File: src/rtl/keypad_scanner.sv
// 4x4 matrix keypad scanner: walks one active-low column at a time, debounces
// a single-key press/release on the synchronized rows and strobes one code per press.
module keypad_scanner #(
   parameter int SCAN_CYCLES      = 1000,
   parameter int DEBOUNCE_SAMPLES = 3
) (
   input  logic       clk,
   input  logic       rst,
   input  logic [3:0] Row,
   output logic [3:0] Col,
   output logic [3:0] KeyCode,
   output logic       KeyValid,
   output logic       KeyHeld
);

   localparam int DW = $clog2(SCAN_CYCLES);
   localparam int BW = $clog2(DEBOUNCE_SAMPLES + 1);
   localparam logic [DW-1:0] DWELL_LAST = DW'(SCAN_CYCLES - 1);
   localparam logic [BW-1:0] DEB_LAST   = BW'(DEBOUNCE_SAMPLES - 1);

   typedef enum logic [1:0] {SCAN, DEBOUNCE, PRESSED, HOLD} state_t;

   state_t        state, state_nxt;
   logic [3:0]    row_p0, row_p1;
   logic [DW-1:0] dwell_cnt;
   logic [BW-1:0] dbc, dbc_nxt;
   logic [3:0]    lat_row;
   logic          latch_row;
   logic          col_adv;
   logic          dwell_end;

   function automatic logic single_low(input logic [3:0] v);
      return (v == 4'b1110) || (v == 4'b1101) || (v == 4'b1011) || (v == 4'b0111);
   endfunction

   function automatic logic [1:0] low_idx(input logic [3:0] v);
      case (v)
         4'b1101: return 2'd1;
         4'b1011: return 2'd2;
         4'b0111: return 2'd3;
         default: return 2'd0;
      endcase
   endfunction

   // rows: {1,2,3,A} {4,5,6,B} {7,8,9,C} {*,0,#,D}; A..D = 10..13, * = 14, # = 15
   function automatic logic [3:0] keymap(input logic [1:0] r, input logic [1:0] c);
      case ({r, c})
         4'h0: return 4'd1;
         4'h1: return 4'd2;
         4'h2: return 4'd3;
         4'h3: return 4'd10;
         4'h4: return 4'd4;
         4'h5: return 4'd5;
         4'h6: return 4'd6;
         4'h7: return 4'd11;
         4'h8: return 4'd7;
         4'h9: return 4'd8;
         4'hA: return 4'd9;
         4'hB: return 4'd12;
         4'hC: return 4'd14;
         4'hD: return 4'd0;
         4'hE: return 4'd15;
         default: return 4'd13;
      endcase
   endfunction

   assign dwell_end = (dwell_cnt == DWELL_LAST);

   always_comb begin
      state_nxt = state;
      dbc_nxt   = dbc;
      latch_row = 1'b0;
      col_adv   = 1'b0;
      case (state)
         SCAN: begin
            if (dwell_end) begin
               if (single_low(row_p1)) begin
                  latch_row = 1'b1;
                  dbc_nxt   = '0;
                  state_nxt = DEBOUNCE;
               end else begin
                  col_adv = 1'b1;
               end
            end
         end
         DEBOUNCE: begin
            if (dwell_end) begin
               if (row_p1 == lat_row) begin
                  if (dbc == DEB_LAST) begin
                     dbc_nxt   = '0;
                     state_nxt = PRESSED;
                  end else begin
                     dbc_nxt = dbc + 1'b1;
                  end
               end else begin
                  state_nxt = SCAN;
                  col_adv   = 1'b1;
               end
            end
         end
         PRESSED: begin
            dbc_nxt   = '0;
            state_nxt = HOLD;
         end
         HOLD: begin
            // release counter: any low row restarts the clean-sample run
            if (dwell_end) begin
               if (row_p1 == 4'hF) begin
                  if (dbc == DEB_LAST) begin
                     dbc_nxt   = '0;
                     state_nxt = SCAN;
                     col_adv   = 1'b1;
                  end else begin
                     dbc_nxt = dbc + 1'b1;
                  end
               end else begin
                  dbc_nxt = '0;
               end
            end
         end
         default: state_nxt = SCAN;
      endcase
   end

   always_ff @(posedge clk) begin
      if (!rst) begin
         state     <= SCAN;
         row_p0    <= 4'hF;
         row_p1    <= 4'hF;
         dwell_cnt <= '0;
         dbc       <= '0;
         Col       <= 4'b1110;
         KeyCode   <= 4'd0;
         KeyValid  <= 1'b0;
         KeyHeld   <= 1'b0;
      end else begin
         // two-flop synchronizer stages
         row_p0    <= Row;
         row_p1    <= row_p0;
         dwell_cnt <= dwell_end ? '0 : dwell_cnt + 1'b1;
         state     <= state_nxt;
         dbc       <= dbc_nxt;
         if (col_adv)
            Col <= {Col[2:0], Col[3]};
         KeyValid <= (state_nxt == PRESSED);
         KeyHeld  <= (state_nxt == HOLD);
         if (state_nxt == PRESSED)
            KeyCode <= keymap(low_idx(lat_row), low_idx(Col));
      end
   end

   always_ff @(posedge clk) begin
      if (latch_row)
         lat_row <= row_p1;
   end

endmodule

File: config.mk
export PLATFORM = sky130hd
export DESIGN_NAME = keypad_scanner
export DESIGN_NICKNAME = d
export VERILOG_FILES = /design/src/rtl/keypad_scanner.sv
export SDC_FILE = /design/constraint.sdc
export NUM_CORES = 1
export LEC_CHECK = 0
export ABC_AREA = 1
export CORE_ASPECT_RATIO = 0.75
export CORE_MARGIN = 1.5
export CORE_UTILIZATION = 40
export CTS_BUF_LIST = sky130_fd_sc_hd__clkbuf_2 sky130_fd_sc_hd__clkbuf_4 sky130_fd_sc_hd__clkbuf_8
export DETAILED_ROUTE_END_ITERATION = 8
export PLACE_DENSITY = 0.68
export SYNTH_ARGS = -nofsm -noshare
export SYNTH_HDL_FRONTEND = slang
export SYNTH_SLANG_ARGS = --single-unit
File: constraint.sdc
create_clock -name clk -period 3.9 [get_ports clk]
set_input_delay 0.585 -clock clk [delete_from_list [all_inputs] [get_ports clk]]
set_output_delay 0.585 -clock clk [all_outputs]
set_load 0.005 [all_outputs]
---- Word level (Yosys, flattened, before mapping) ----
Memories as Yosys holds them, arrays and structs flattened. A register that Yosys moved wholly into a read port is not among the register bits.
Cells that the tools add are included.
operators by class
  equal/unequal tests ..................... 24
  $add $sub $neg .......................... 2
  reduce and logical (&&, ||, !) cells .... 7
  bitwise logic cells ..................... 1
  muxes and demuxes ....................... 34
operator list
  kind                   count
  $mux 2                 19
  $eq 4x4->1 const B     8
  $pmux 2 s4             2
  $eq 4x3->1 const B     3
  $pmux 2 s3             2
  $add 10x1->10 const B  1
  $eq 10x10->1 const B   1
  $eq 2x2->1 const B     5
  $mux 1                 10
  $ne 2x2->1 const B     5
  $reduce_and 5->1       1
  $eq 4x4->1             1
  $logic_or 1x1->1       3
  $pmux 1 s3             1
  $add 2x1->2 const B    1
  $eq 2x1->1 const B     1
  $logic_not 2->1        1
  $reduce_or 2->1        1
  $logic_not 1->1        1
  $not 1->1              1
word-level totals
  logic and storage cells ................. 78
  bits of input ports ..................... 6
  memories kept ........................... 1
  bits in registers ....................... 32
  ROM bits ................................ 64
memory list
  memory           depth  width  read ports  clocked after Yosys merged registers in  write ports  line  RTL
  (no name shown)  16     4      1           1                                        0            47    case ({r, c})

---- Logic depth before layout (Yosys ltp) ----
Gate-level depths: netlist of run 1.
  depth after elaboration ................. 10
  gate-level depth with buffers ........... 12
  gate-level depth less buffers ........... 12

---- Worst setup path after synthesis of run 1 ----
OpenSTA, ideal clock, no wires.
  kind .................................... register -> register
  start point ............................. register Col[3]
  end point ............................... register KeyCode[2]
  data required time ...................... 3.787 ns
  arrival time ............................ 1.485 ns
  setup slack ............................. 2.302 ns
  path buffers ............................ 0
  library setup time ...................... 0.113 ns
  stages on the path, launching flop included .. 11
  clock period less this slack ............ 1.598 ns
  path through ............................ dfxtp_1 -> or2_2 -> nand2_1 -> inv_1 -> ha_1 -> nand3_1 -> nand2_1 -> nand2_1 -> o21ai_0 -> nor2_1 -> nor2_1
between the ends
  cells in the longest elaborated chain, start to end .. 4
RTL lines
  what                                             line  RTL
  start, declared                                  10    output logic [3:0] Col,
  start signal, assigned                           144   Col <= {Col[2:0], Col[3]};
  $eq 4x3->1 / $eq 4x4->1 (equally long branches)  37    case (v)
  $pmux 2 s3 *                                     37
  $mux 2 *                                         147   if (state_nxt == PRESSED)
  $mux 2 *                                         126   if (!rst) begin
  end, declared                                    11    output logic [3:0] KeyCode,
Mark *: on every way between the ends. The rest lies on a longest branch, timed or not. The select of a mux whose other input is x is not followed.
A chain may end at the register's enable or synchronous reset.

---- Worst setup path after layout of run 1 ----
  start point ............................. register Col[3]
  end point ............................... output Col[3]
No word-level cell between the ends.

==> flow_metrics.env, run 1 <==
export IMPL_crit_buf_inv=1
export IMPL_syn2layout_area_growth_pct=16.85
export IMPL_path_class="flip-flop to output pin"
export IMPL_dieWidth_um=81.04
export IMPL_finalCritPeriodShare_pct=47.92
export IMPL_ioPinCount=16
export IMPL_core_area_um2=4414
export IMPL_cpMaxStageDelayCell="clkdlybuf4s50_1"
export IMPL_yosysSeqAreaShare_pct=41.64
export IMPL_worst_setup_path_end_kind="output pin"
export IMPL_finalWirelength_mm=3.450
export IMPL_power_switching_mw=0.1489
export IMPL_clk_path_buf_depth=2
export IMPL_fin_skew_ps=4.477
export IMPL_hold_path_class="flip-flop to flip-flop"
export IMPL_cp_required_ps=3310
export IMPL_portBuffers=15
export IMPL_grt_util_all_layers_pct=16.25
export IMPL_fillers=451
export IMPL_power_switching_share_pct=21.52
export IMPL_start_kind="flip-flop"
export IMPL_slew_viol_final=0
export IMPL_max_freq_mhz=535.1
export IMPL_p_per_area_nw_per_um2=324.3
export IMPL_yosysUniqueCellTypes=29
export IMPL_p_seq_share_pct=55.6
export IMPL_combPwrFrac_pct=4.0
export IMPL_maxCapViolations=0
export IMPL_status="complete, no violations"
export IMPL_rsz0062_at_grt="false"
export IMPL_wire_per_inst_um=10.45
export IMPL_crit_family="buffers and inverters"
export IMPL_cts_hold_buf=0
export IMPL_cts_resized=0
export IMPL_first_pass_iters=4
export IMPL_drt_iter0_markers=119
export IMPL_drive_gt1_share_pct=14.29
export IMPL_netlist_top_cells_area="dfxtp_1 35%, nand2_1 13%, nor2_1 6.8%, edfxtp_1 6.6%, inv_1 6.6%"
export IMPL_slew_headroom_pct=70.02
export IMPL_finalSetupTns_ps=0
export IMPL_ir_drop_v=0.0002779
export IMPL_vias=1511
export IMPL_multi_input_area_um2=927.1
export IMPL_yosys_warnings=0
export IMPL_n_antenna_cell=0
export IMPL_clockPowerShare_pct=40.5
export IMPL_placed_cell_area_um2=2037
export IMPL_yosys_area_top_type="dfxtp_1"
export IMPL_setup_violations=0
export IMPL_synth_seq_cells=36
export IMPL_synth_nets=264
export IMPL_cts_buffers=5
export IMPL_path_cells="clkdlybuf4s50_1"
export IMPL_seqCellArea_um2=760.7
export IMPL_arrival_ps=1280
export IMPL_hpwl_mm=2.642
export IMPL_place_gp_congestion=0.9183
export IMPL_antenna_left=0
export IMPL_syn_instance_count=252
export IMPL_stdcell_area_um2=2135
export IMPL_syn_area_per_cell_um2=7.249
export IMPL_critPathMaxStageDelay_ps=550
export IMPL_power_leakage_nw=0.9432
export IMPL_overflow=0
export IMPL_tightest_slew_ps=448.3
export IMPL_period_needed_ps=1869
export IMPL_setup_slack_ps=2031
export IMPL_viasPerCell=4.579
export IMPL_reg2reg_slack_ps=2090
export IMPL_grt_pass1_vias=1305
export IMPL_die_height_um=61.53
export IMPL_cts_tree="built"
export IMPL_synth_top_area_share_pct=35.07
export IMPL_internal_power_mw=0.5432
export IMPL_cts_clk_slew_worst_paths_ps=70
export IMPL_num_rows=21
export IMPL_syn_area_um2=1827
export IMPL_drc=0
export IMPL_grt_first_pass_wirelength_mm=5.920
export IMPL_die_area_um2=4986
export IMPL_start_util_pct=41.38
export IMPL_antenna_found_initial=0
export IMPL_grt_max_degree=13
export IMPL_insertion_delay_ps=290
export IMPL_post_cts_buffers=0
export IMPL_pre_cts_ws_ps=1845
export IMPL_fin_nets=284
export IMPL_finalHoldViolations=0
export IMPL_critPathMaxFanout=7
export IMPL_cts_root_buf="clkbuf_8"
export IMPL_cts_num_sinks=36
export IMPL_htree_levels=2
sequential cells by signal, indices dropped and copies added (netlist names):
name	flops
Col	4
KeyValid	1
lat_row	4
row_p0	4
KeyCode	4
state	2
KeyHeld	1
dwell_cnt	10
row_p1	4
dbc	2
per-stage QoR:
| step | hold slack (ps) | std cells | total power, mW | utilization (%) |
|---|---|---|---|---|
| 6_report | 413.2 | 330 | 0.6921 | 48.36 |
| 5_1_grt | 423.6 | 330 | 0.7167 | 48.36 |
| 4_1_cts | 412.4 | 330 | 0.6988 | 48.36 |
| 3_5_place_dp | 398.0 | 322 | 0.4204 | 46.15 |
| 3_3_place_gp | 395.2 | 322 | 0.4200 | 46.15 |
| 2_1_floorplan | 392.5 | 252 | 0.4116 | - |
logic make-up (layout without fill, tap and decap cells):
group,Yosys count,after routing,share of synthesized area [%]
simple gates,151,151,39.79
flops,36,36,41.64
buf+inv,36,57,7.603
compound gates,21,21,5.890
fa+ha+maj,6,6,4.109
xor+xnor,2,2,0.9591
layer usage:
| metal | part of all wire, % | global-route usage, % | up-vias |
|---|---|---|---|
| li1 | - | - | 830 |
| met1 | 56 | 23.26 | 649 |
| met2 | 38 | 22.74 | 25 |
| met3 | 4.1 | 4.889 | 7 |
| met4 | 1.9 | 6.650 | 0 |
| met5 | 0 | 0 | - |
synthesized netlist by cell type, drive strengths merged:
cell	n
edfxtp	4
or2	10
nor3	3
nor4	1
nand3	17
a21oi	9
nor3b	2
clkbuf	2
nor2	43
nand4	4
xnor2	1
ha	6
o21bai	1
o21ai	11
and3	1
inv	34
xor2	1
nand2	70
dfxtp	32
power groups by stage:
stage          Combinational [mW]  Clock (mW)  Sequential [mW]
4_1_cts                    0.0274       0.287            0.385
3_5_place_dp               0.0273           0            0.393
3_3_place_gp               0.0271           0            0.393
6_report                   0.0274       0.280            0.385
2_1_floorplan              0.0198           0            0.392
5_1_grt                    0.0321       0.299            0.385
area by class of cell:
cell class / instances / share of cell area (%)
sequential: 36 / 35.64
inverter: 34 / 5.979
tap: 57 / 3.341
multi-input combinational: 180 / 43.43
clock buffer: 7 / 4.220
timing repair buffer: 15 / 7.034
clock inverter: 1 / 0.3517
path summary, 6_finish.rpt:
check / from / end / cells after the start
max: Col[3] / Col[3] / 1
min: row_p0[3] / row_p1[3] / 1
max reg2reg: Col[3] / KeyCode[2] / 10
min reg2reg: row_p0[3] / row_p1[3] / 1
cell usage in the layout, fill, tap and decap left out:
cell / instances
a21oi_1: 9
and3_1: 1
clkbuf_4: 1
clkbuf_8: 6
clkdlybuf4s50_1: 15
clkinvlp_4: 1
dfxtp_1: 32
edfxtp_1: 4
ha_1: 6
inv_1: 32
inv_2: 2
nand2_1: 65
nand2_2: 5
nand3_1: 13
nand3_2: 2
nand3_4: 2
nand4_1: 4
nor2_1: 33
nor2_2: 8
nor2_4: 2
nor3_1: 2
nor3_2: 1
nor3b_1: 2
nor4_1: 1
o21ai_0: 10
o21ai_1: 1
o21bai_1: 1
or2_0: 1
or2_2: 9
xnor2_1: 1
xor2_1: 1
Note: power is estimated with default switching activity, not from simulation.
==> run 2: changes to the inputs <==
Clock period 3.9 ns to 1.92 ns, I/O delays scaled along.
==> run 2 against run 1 <==
Compared with the run above: via count down 0.53%; wire length down 4.5%; largest power group unchanged; setup slack worse by 1900 ps; highest routed layer unchanged; register-to-register slack worse by 1900 ps.
==> flow_metrics.env, run 2 (synthesized netlist as in run 1, its figures left out) <==
export IMPL_num_rows=21
export IMPL_n_antenna_cell=0
export IMPL_critPathLaunch="Col[3]"
export IMPL_power_leakage_nw=0.9445
export IMPL_min_to="row_p1[1]"
export IMPL_worst_setup_path_end_kind="flip-flop"
export IMPL_critPathMaxStageDelay_ps=360
export IMPL_path_cells="or2_2 > nand2_1 > inv_1 > ha_1 > nand3_1 > nand2_1 > nand2_1 > o21ai_0 > nor2_1 > nor2_1"
export IMPL_rsz0062_at_grt="false"
export IMPL_r2r_end="KeyCode[2]"
export IMPL_cts_hold_buf=0
export IMPL_antenna_left=0
export IMPL_hpwl_mm=2.493
export IMPL_core_area_um2=4414
export IMPL_grt_pass1_vias=1186
export IMPL_finalHoldViolations=0
export IMPL_drc=0
export IMPL_total_power_mw=1.347
export IMPL_slew_viol_final=0
export IMPL_antenna_found_initial=0
export IMPL_final_common_cell="nand2_1"
export IMPL_maxCapViolations=0
export IMPL_power_switching_share_pct=21.29
export IMPL_htree_levels=2
export IMPL_cpMaxStageDelayCell="dfxtp_1"
export IMPL_cts_buffers=5
export IMPL_setup_violations=0
export IMPL_cp_required_ps=2100
export IMPL_min_from="row_p0[1]"
export IMPL_place_gp_congestion=0.8754
export IMPL_die_area_um2=4986
export IMPL_status="complete, no violations"
export IMPL_fin_nets=285
export IMPL_p_per_area_nw_per_um2=633.5
export IMPL_internal_power_mw=1.060
export IMPL_period_needed_ps=1755
export IMPL_cts_resized=0
export IMPL_grt_util_all_layers_pct=14.56
export IMPL_start_kind="flip-flop"
export IMPL_first_pass_iters=4
export IMPL_tightest_slew_ps=382.9
export IMPL_drive_gt1_share_pct=14.29
export IMPL_viasPerCell=4.555
export IMPL_critPathMaxFanout=7
export IMPL_grt_first_pass_wirelength_mm=5.471
export IMPL_finalCritPeriodShare_pct=91.39
export IMPL_die_height_um=61.53
export IMPL_clk_path_buf_depth=2
export IMPL_r2r_start="Col[3]"
export IMPL_finalSetupTns_ps=0
export IMPL_cp_common_cell="nand2_1"
export IMPL_cts_num_sinks=36
export IMPL_cts_clk_slew_worst_paths_ps=70
export IMPL_power_switching_mw=0.2867
export IMPL_largest_reg_flops=10
export IMPL_ir_drop_v=0.0004913
export IMPL_portBuffers=15
export IMPL_ioPinCount=16
export IMPL_holdPathStages=1
export IMPL_max_freq_mhz=569.9
export IMPL_post_cts_buffers=0
export IMPL_finalWirelength_mm=3.295
export IMPL_arrival_ps=1930
export IMPL_largest_register="dwell_cnt"
export IMPL_path_class="flip-flop to flip-flop"
export IMPL_overflow=0
export IMPL_wire_per_inst_um=9.985
export IMPL_layout_common_cells="65 x nand2_1, 33 x nor2_1, 32 x dfxtp_1, 32 x inv_1, 15 x clkdlybuf4s50_1"
export IMPL_dieWidth_um=81.04
export IMPL_p_seq_share_pct=58.0
export IMPL_vias=1503
export IMPL_drt_iter0_markers=72
export IMPL_hold_path_class="flip-flop to flip-flop"
export IMPL_start_util_pct=41.38
export IMPL_grt_max_degree=13
export IMPL_syn2layout_area_growth_pct=16.37
export IMPL_combPwrFrac_pct=4.4
export IMPL_cts_root_buf="clkbuf_8"
export IMPL_reg2reg_depth=10
export IMPL_clockPowerShare_pct=37.6
export IMPL_reg2reg_slack_ps=170
export IMPL_slew_headroom_pct=74.44
export IMPL_fin_skew_ps=2.967
export IMPL_insertion_delay_ps=280
export IMPL_cts_tree="built"
run 2: how the worst max path moves through the flow:
stage                       to  slack (ps)  cells past startpoint
floorplan           KeyCode[2]         320                     10
global placement    KeyCode[2]         160                     10
detailed placement  KeyCode[2]         180                     10
CTS                 KeyCode[2]         170                     10
global route        KeyCode[2]          10                     10
finish              KeyCode[2]         170                     10
run 2: worst max-delay path, delay by kind of cell (launching register included):
family | cells | cell delay (ps)
buffers and inverters | 1 | 120
adders and majority gates | 1 | 290
DFF | 1 | 360
and+or+nand+nor | 7 | 800
AOI/OAI and AO/OA | 1 | 80
run 2: stage by stage:
stage,cells,worst slack [ps],hold slack [ps],instance area (um2),utilization [%]
after global routing,330,10.65,421.0,2126,48.16
after floorplan,252,321.7,392.5,1827,-
after global placement,323,164.6,394.4,2044,46.32
after CTS,330,169.2,414.7,2126,48.16
after detailed placement,323,176.5,397.6,2044,46.32
final,330,165.4,412.0,2126,48.16
run 2: metal layers:
layer  share of wire (%)  up-vias  global-route usage, %
met5                   0        -                      0
met3                 4.1        2                  3.556
met1                  56      648                  22.79
met2                  39       25                  19.52
li1                    -      828                      -
met4                0.79        0                  3.695
run 2: area by class of cell:
| cell class | count | area (um2) |
|---|---|---|
| fillers | 448 | 2288 |
| clock inverters | 1 | 5.005 |
| repair buffers | 16 | 157.7 |
| clock buffers | 6 | 76.32 |
| multi-input cells | 180 | 927.1 |
| well taps | 57 | 71.32 |
| flip-flops and latches | 36 | 760.7 |
| inverters | 34 | 127.6 |
run 2: power by group through the flow:
stage	clock (mW)	combinational (mW)	sequential, mW
floorplan	0	0.0402	0.796
global route	0.568	0.0668	0.783
detailed placement	0	0.0590	0.799
global placement	0	0.0591	0.798
finish	0.506	0.0591	0.782
CTS	0.527	0.0593	0.781
==> run 3: changes to the inputs <==
Settings changed: ABC_AREA 1 to unset, SETUP_SLACK_MARGIN set to 0.15.
Clock period 1.92 ns to 2 ns, I/O delays scaled along.
==> run 3 against run 2 <==
Compared with the run above: critical path type unchanged; global-route usage grew 0.74 points; synthesized area is 7.4% lower; worst hold slack lost 1.7 ps; clock power increased by 25%; die area decreased by 7.1%.
==> flow_metrics.env, run 3 <==
export IMPL_stdcell_area_um2=2156
export IMPL_yosys_warnings=0
export IMPL_max_freq_mhz=530.0
export IMPL_critPathMaxStageDelay_ps=580
export IMPL_final_common_cell="dfxtp_1"
export IMPL_slew_headroom_pct=69.51
export IMPL_grt_busiest_layer="met1"
export IMPL_placed_cell_area_um2=1964
export IMPL_start_kind="flip-flop"
export IMPL_arrival_ps=2060
export IMPL_cts_root_buf="clkbuf_8"
export IMPL_rsz0062_at_grt="true"
export IMPL_syn_area_per_cell_um2=9.611
export IMPL_path_class="flip-flop to flip-flop"
export IMPL_drc=0
export IMPL_fin_skew_ps=1.953
export IMPL_cts_hold_buf=0
export IMPL_cts_buffers=5
export IMPL_synthArstFlopShare_pct=0
export IMPL_fin_util_pct=53.18
export IMPL_synth_commonest_cells="32 x dfxtp_1, 17 x nand2_1, 13 x nor2_1, 10 x nand2b_1"
export IMPL_pre_cts_ws_ps=19.57
export IMPL_yosys_area_top_type="dfxtp_1"
export IMPL_finalWirelength_mm=3.144
export IMPL_start_util_pct=41.73
export IMPL_vias=1273
export IMPL_power_leakage_nw=0.8038
export IMPL_syn_instance_count=176
export IMPL_hpwl_mm=2.210
export IMPL_drt_iter0_markers=56
export IMPL_finalHoldViolations=0
export IMPL_use_met2_pct=21.12
export IMPL_placedCellCount=249
export IMPL_cpMaxStageDelayCell="or4_4"
export IMPL_layout_common_cells="28 x dfxtp_1, 16 x nand2_1, 15 x clkdlybuf4s50_1"
export IMPL_synth_most_common_cell="dfxtp_1"
export IMPL_num_rows=20
export IMPL_antenna_found_initial=0
export IMPL_largest_reg_flops=10
export IMPL_grt_first_pass_wirelength_mm=5.278
export IMPL_ir_drop_v=0.0005825
export IMPL_period_needed_ps=1887
export IMPL_synth_nets=188
export IMPL_synth_seq_cells=36
export IMPL_status="complete, no violations"
export IMPL_syn2layout_area_growth_pct=27.44
export IMPL_drive_gt1_share_pct=19.21
export IMPL_maxCapViolations=0
export IMPL_n_antenna_cell=0
export IMPL_cts_tree="built"
export IMPL_cp_required_ps=2170
export IMPL_finalCritPeriodShare_pct=94.35
export IMPL_wire_per_inst_um=12.19
export IMPL_place_gp_congestion=0.7253
export IMPL_p_per_area_nw_per_um2=670.9
export IMPL_portBuffers=15
export IMPL_synth_top_area_share_pct=37.87
export IMPL_dieWidth_um=78.09
export IMPL_grt_util_all_layers_pct=15.30
export IMPL_die_height_um=59.32
export IMPL_ioPinCount=16
export IMPL_synthFlopType="dfxtp_1"
export IMPL_overflow=0
export IMPL_final_cells=258
export IMPL_fin_nets=214
export IMPL_largest_register="dwell_cnt"
export IMPL_hold_path_class="flip-flop to flip-flop"
export IMPL_grt_pass1_vias=1151
export IMPL_syn_area_um2=1692
export IMPL_slew_viol_final=0
export IMPL_viasPerCell=4.934
export IMPL_clk_path_buf_depth=2
export IMPL_setup_slack_ps=113.1
export IMPL_htree_levels=2
export IMPL_yosysUniqueCellTypes=41
export IMPL_critPathMaxFanout=5
export IMPL_finalSetupTns_ps=0
export IMPL_cts_clk_slew_worst_paths_ps=70
export IMPL_setup_violations=0
export IMPL_worst_setup_path_end_kind="flip-flop"
export IMPL_yosysSeqAreaShare_pct=44.97
export IMPL_core_area_um2=4054
export IMPL_use_met3_pct=5.231
export IMPL_met1_usage_pct=21.24
export IMPL_netlist_top_cells_area="dfxtp_1 38%, edfxtp_1 7.1%, xnor2_1 4.7%, ha_1 4.4%, mux2i_1 4.1%"
export IMPL_grt_max_degree=25
export IMPL_insertion_delay_ps=290
export IMPL_path_cells="ha_4 > nand2_4 > or4_4 > or3_4 > a21oi_2 > nor2_1"
export IMPL_cts_num_sinks=36
export IMPL_tightest_slew_ps=456.7
export IMPL_die_area_um2=4632
export IMPL_first_pass_iters=4
export IMPL_synth_edff_count=4
export IMPL_antenna_left=0
export IMPL_fillers=395
==> run 3: final cells by class <==
| type | count | area, um2 | share of cell area [%] |
|---|---|---|---|
| Tap cell | 55 | 68.82 | 3.192 |
| Clock buffer | 5 | 68.82 | 3.192 |
| Sequential cell | 36 | 768.2 | 35.64 |
| Clock inverter | 3 | 42.54 | 1.973 |
| Timing Repair Buffer | 23 | 217.7 | 10.10 |
| Inverter | 5 | 18.77 | 0.8706 |
| Multi-Input combinational cell | 131 | 970.9 | 45.04 |
==> run 3: through the flow <==
stage / hold WS (ps) / total power, mW
after floorplan: 386.3 / 0.8025
after global placement: 388.6 / 0.8229
after detailed placement: 396.5 / 0.8239
after CTS: 414.9 / 1.461
after global routing: 429.1 / 1.509
final: 410.2 / 1.446
==> run 3: path summary, 6_finish.rpt <==
path,slack (ps),to,cells after the start,startpoint
max,110,KeyHeld,6,dwell_cnt[0]
min,410,row_p1[1],1,row_p0[1]
max reg2reg,110,KeyHeld,6,dwell_cnt[0]
min reg2reg,410,row_p1[1],1,row_p0[1]
==> run 3: report_power, final <==
part	switching (mW)	internal, mW
sequential	0.0136	0.741
combinational	0.0267	0.0310
clock	0.265	0.369
total	0.305	1.14
==> run 3: critical path, delay by kind of cell, from the launching register on <==
kind | cells | cell delay, ps
AND/OR/NAND/NOR | 4 | 1090
AO/OA/AOI/OAI | 1 | 140
adder cells (fa/ha/maj) | 1 | 160
flip-flops | 1 | 370
==> run 3: cells by family after synthesis <==
family | synth area share (%)
and+or+nand+nor | 26.63
DFF | 44.97
AOI/OAI and AO/OA | 7.545
xor gates and xnor gates | 8.802
buffers and inverters | 2.811
muxes | 4.808
adders and majority gates | 4.438
==> run 3: layer usage <==
metal	wire length [um]	vias to the layer above
met5	0	-
li1	-	663
met4	51	0
met1	1692	580
met2	1280	25
met3	120	5
==> run 3: repair_timing <==
| action | in CTS | in global routing |
|---|---|---|
| setup buffers | 0 | 0 |
| gates resized for setup | 5 | 14 |
| pin swaps | 0 | 6 |
| endpoints found under the setup margin | 9 | 17 |
| cloned | 1 | 0 |
==> edit 1: new RTL, config.mk and constraints of run 3 <==
Add an input register stage for `Row`, cleared by the reset; this delays it by one clock.
--- a/src/rtl/keypad_scanner.sv
+++ b/src/rtl/keypad_scanner.sv
@@ -19,6 +19,16 @@
    localparam logic [BW-1:0] DEB_LAST   = BW'(DEBOUNCE_SAMPLES - 1);
 
    typedef enum logic [1:0] {SCAN, DEBOUNCE, PRESSED, HOLD} state_t;
+
+   logic [3:0] Row_q;
+
+   always_ff @(posedge clk) begin
+      if (!rst) begin
+         Row_q <= '0;
+      end else begin
+         Row_q <= Row;
+      end
+   end
 
    state_t        state, state_nxt;
    logic [3:0]    row_p0, row_p1;
@@ -135,7 +145,7 @@
          KeyHeld   <= 1'b0;
       end else begin
          // two-flop synchronizer stages
-         row_p0    <= Row;
+         row_p0    <= Row_q;
          row_p1    <= row_p0;
          dwell_cnt <= dwell_end ? '0 : dwell_cnt + 1'b1;
          state     <= state_nxt;
Check against the original RTL: no difference found for any inputs over 10 cycles, from zero or initial values and one cycle with rst low; that may be too few to reach the edited logic, so the function may still have changed.
==> edit 1 against run 3 <==
  * Power up 1.3%
  * Final area up 4.6%
  * Clock skew up 5.8 ps
  * Sequential cell count up 4
  * Critical path type unchanged
  * Worst setup slack better by 110 ps
  * Largest power group unchanged
  * Synthesized area up 10%
  * Wire length up 10%
  * Non-clock buffer count down 1
  * Largest cell class unchanged
==> edit 1: results (changes against run 3) <==
stage,metric,value,unit,change
place,gp_congestion,0.821,,+13%
synthesis,synth.avg_cell_area,9.46,um2,-1.6%
synthesis,synth-edff-count,4,,unchanged
critical_path,crit_path_max_fanout,5,,unchanged
final_layout,nets,230,,+7.5%
synthesis,synth_common_cells,"dfxtp_1 (36), nor2_1 (20), nand2_1 (17), nand2b_1 (13), nand3_1 (9)",,
timing,skew,7.74,ps,+5.79 ps
place,dp.cells,267,,+7.2%
run_status,status,finished clean,,
final_layout,regArea,852,um2,+11%
clocking,cts_buffers,5,,unchanged
final_layout,antenna_cells,0,,unchanged
synthesis,synth_warnings,0,,unchanged
final_layout,final-clk-cell-share,4.33,%,-0.84 points
final_layout,clockBufferCount,8,,+3
final_layout,layout.nonclk_buf_share,8.99,%,-1.1 points
clocking,clock-sinks,40,,+11%
pwr,cellLeakagePower,0.853,nW,+6.2%
global_route,grt_max_degree,25,,unchanged
critical_path,worstReg2RegStart,Col[3]$_SDFFE_PN1P_,,
critical_path,crit_path_top_delay_cell,dfxtp_4,,
global_route,track_usage,14.7,%,-0.56 points
global_route,grt_pass1_wl,5840,um,+11%
timing,slew_headroom,72.7,%,+3.2 points
final_layout,multi_input_area,0.00101,mm2,+4.3%
floorplanning,core_area,0.00447,mm2,+10%
routing,num_vias,1423,,+12%
synthesis,synth-seq-area-share,45.1,%,+0.16 points
synthesis,synth.distinct_cells,47,,+15%
place,dp_hpwl,2360,um,+6.7%
place,dp_slack,86.6,ps,+67.0 ps
critical_path,slowest_delay,370,ps,-210 ps
routing,post_drt_wl_per_cell,12.6,um,+3.1%
routing,initialDrtViolationCount,48,,-14%
hold_path,hold_start,Row_q[3]$_SDFF_PN0_,,
routing,wl,3470,um,+10%
final_layout,n_fill_cell,409,,+3.5%
final_layout,multi_input_comb_cells,144,,+9.9%
final_layout,layout-drive-gt1-share,17.8,%,-1.4 points
final_layout,final_area,0.00225,mm2,+4.6%
place,dpl_cell_area,0.00209,mm2,+6.6%
final_layout,n_all_buffers,22,,-4.3%
synthesis,syn-num-nets,209,,+11%
critical_path,cp.arrival,1960,ps,-100 ps
synthesis,synth.area.top_cells,"dfxtp_1 (39%), edfxtp_1 (6.4%), nand2b_1 (4.4%)",,
clocking,htreeDepth,2,,unchanged
global_route,grt_pass1_vias,1294,,+12%
pwr,vdd_drop_max,0.443,mV,-24%
[edit 1: changes by cell type after synthesis, sizes merged, moves of 2 or more]
| cell | delta |
|---|---|
| nor2b | -8 |
| a21oi | +7 |
| nor2 | +7 |
| and2 | +4 |
| clkbuf | +4 |
| dfxtp | +4 |
| and3 | -3 |
| nand2b | +3 |
| and4 | +2 |
| o2111ai | +2 |
| or2 | +2 |
| xor2 | -2 |
[edit 1: cells by family (layout without fill, tap and decap cells)]
family | count (synthesis) | after routing | synth area share [%]
buf+inv | 13 | 35 | 2.89
compound gates | 28 | 28 | 10.1
fa+ha+maj | 7 | 7 | 4.57
xor+xnor | 14 | 14 | 6.58
flops | 40 | 40 | 45.1
simple gates | 88 | 88 | 26.9
mux | 7 | 7 | 3.76
[edit 1: per-layer routing]
| layer | GRT usage, % | vias to the layer above | wire, um |
|---|---|---|---|
| met5 | 0 | - | 0 |
| met4 | 5.08 | 0 | 46 |
| met3 | 3.97 | 7 | 158 |
| met2 | 21.8 | 28 | 1510 |
| met1 | 20.6 | 653 | 1760 |
| li1 | - | 735 | - |
[edit 1: path summary, 6_finish.rpt]
path	end	slack (ps)	depth (start not counted)
worst min register to register	row_p0[3]$_SDFF_PN1_	410	1
worst min-delay path	row_p0[3]$_SDFF_PN1_	410	1
worst max-delay path	KeyCode[3]$_SDFFE_PN0N_	220	8
worst max register to register	KeyCode[3]$_SDFFE_PN0N_	220	8
[edit 1: report_power, final]
part	switching (mW)	internal [mW]	leakage, nW
clock	0.256	0.308	0.0523
sequential	0.0158	0.828	0.328
combinational	0.0269	0.0313	0.473
[edit 1: timing repair]
item                                    4_1_cts  5_1_grt
resized for setup                             1       19
endpoints found under the setup margin        4       15
setup buffers                                 0        1
pin swaps                                     1        3
==> edit 2: new RTL, settings of run 3 <==
Without the edit above. `DEBOUNCE_SAMPLES`: 3 -> 2.
--- a/src/rtl/keypad_scanner.sv
+++ b/src/rtl/keypad_scanner.sv
@@ -2,7 +2,7 @@
 // a single-key press/release on the synchronized rows and strobes one code per press.
 module keypad_scanner #(
    parameter int SCAN_CYCLES      = 1000,
-   parameter int DEBOUNCE_SAMPLES = 3
+   parameter int DEBOUNCE_SAMPLES = 2
 ) (
    input  logic       clk,
    input  logic       rst,
Behaviour: no difference found for any inputs over 10 cycles, from zero or initial values and one cycle with rst low; that may be too few to reach the edited logic, so the function may still have changed.
==> edit 2 against run 3 <==
  * Sequential cell count did not move
  * Final area is 3.4% lower
  * Worst hold slack lost 3.0 ps
  * Fmax increased by 4.8%
  * Utilization decreased by 1.5 points
  * Sequential share of layout area is 1.0 points higher
  * Wire length decreased by 3.4%
  * First-iteration DRC count decreased by 48%
  * Final cell count decreased by 3.5%
  * Clock power down 4.4%
  * Count of clock-buffer cells in the layout unchanged
  * Power fell by 1.9%
  * Synthesized area fell by 1.2%
  * Worst setup slack better by 87 ps
==> edit 2: results (changes against run 3) <==
stage,metric,value,unit,change
global_route,grt_util_met3,4.15,%,-1.1 points
run_status,status,finished clean,,
routing,vias_per_cell,5.11,,+3.5%
final_layout,layout-drive-gt1-share,15.5,%,-3.7 points
pwr,comb_power_share,4.2,%,+0.2 points
timing,slew_headroom,72.2,%,+2.7 points
pwr,vdd_drop_max,0.278,mV,-52%
timing,skew,6.06,ps,+4.11 ps
critical_path,timing.reg2reg.worst_path_depth,5,,-1
global_route,grt_max_degree,12,,-52%
global_route,grtUsageMet1,17.3,%,-4.0 points
global_route,grt_pass1_vias,1200,,+4.3%
pwr,p_per_area,681,mW/mm2,+1.5%
synthesis,syn-num-nets,181,,-3.7%
synthesis,synth_compound_area_share,10.9,%,+3.3 points
global_route,grt_pass1_wl,5150,um,-2.5%
routing,drt-met1-wl,1430,um,-15%
timing,fin_hold_ws,407,ps,-3.00 ps
critical_path,r2r_setup_slack,200,ps,+90 ps
place,gp_congestion,0.787,,+8.6%
synthesis,synth_common_cells,"dfxtp_1 (32), nand2_1 (16), nand2b_1 (9), xnor2_1 (8)",,
synthesis,synth.area.top_cells,"dfxtp_1 (38%), edfxtp_1 (7.2%), ha_1 (4.5%)",,
synthesis,synth-seq-area-share,45.5,%,+0.54 points
final_layout,n_fill_cell,367,,-7.1%
hold_path,holdPathEnd,row_p1[3]$_SDFF_PN1_,,
pwr,intPower,1.14,mW,-0.29%
hold_path,hold_start,row_p0[3]$_SDFF_PN1_,,
pwr,cellLeakagePower,0.814,nW,+1.2%
synthesis,syn_inst,169,,-4.0%
critical_path,cp.arrival,1980,ps,-80 ps
synthesis,synth_xor_area_share,7.86,%,-0.94 points
routing,firstDrtPassIters,5,,+1
synthesis,synthAdderAreaFrac,4.49,%,+0.053 points
==> edit 2: cell types whose count changed in the layout (fill, tap and decap cells not counted), moves of 3 or more <==
cell	run 3	this run
nor2_1	13	7
a21oi_1	0	5
nand3_1	7	3
nor2b_1	9	6
o21ai_0	3	6
==> edit 2: repair_timing <==
item	in CTS	in global routing
hold endpoints to repair	0	0
endpoints found under the setup margin	13	12
pin swaps	3	3
buffers inserted	2	1
gates resized for setup	7	6
==> edit 2: final cells by class <==
type | count | area (um2) | share of cell area (%)
clock buffers | 5 | 68.8 | 3.30
repair buffers | 22 | 203 | 9.73
well taps | 55 | 68.8 | 3.30
multi-input cells | 125 | 931 | 44.7
flip-flops and latches | 36 | 763 | 36.6
clock inverters | 3 | 37.5 | 1.80
inverters | 3 | 11.3 | 0.541
==> edit 2: worst max-delay path, cell delays in order, from the launching register on <==
cell      delay (ps)
dfxtp_1          370
ha_4             150
nand4b_1         130
or3_4            400
o41a_4           490
and2_1           160
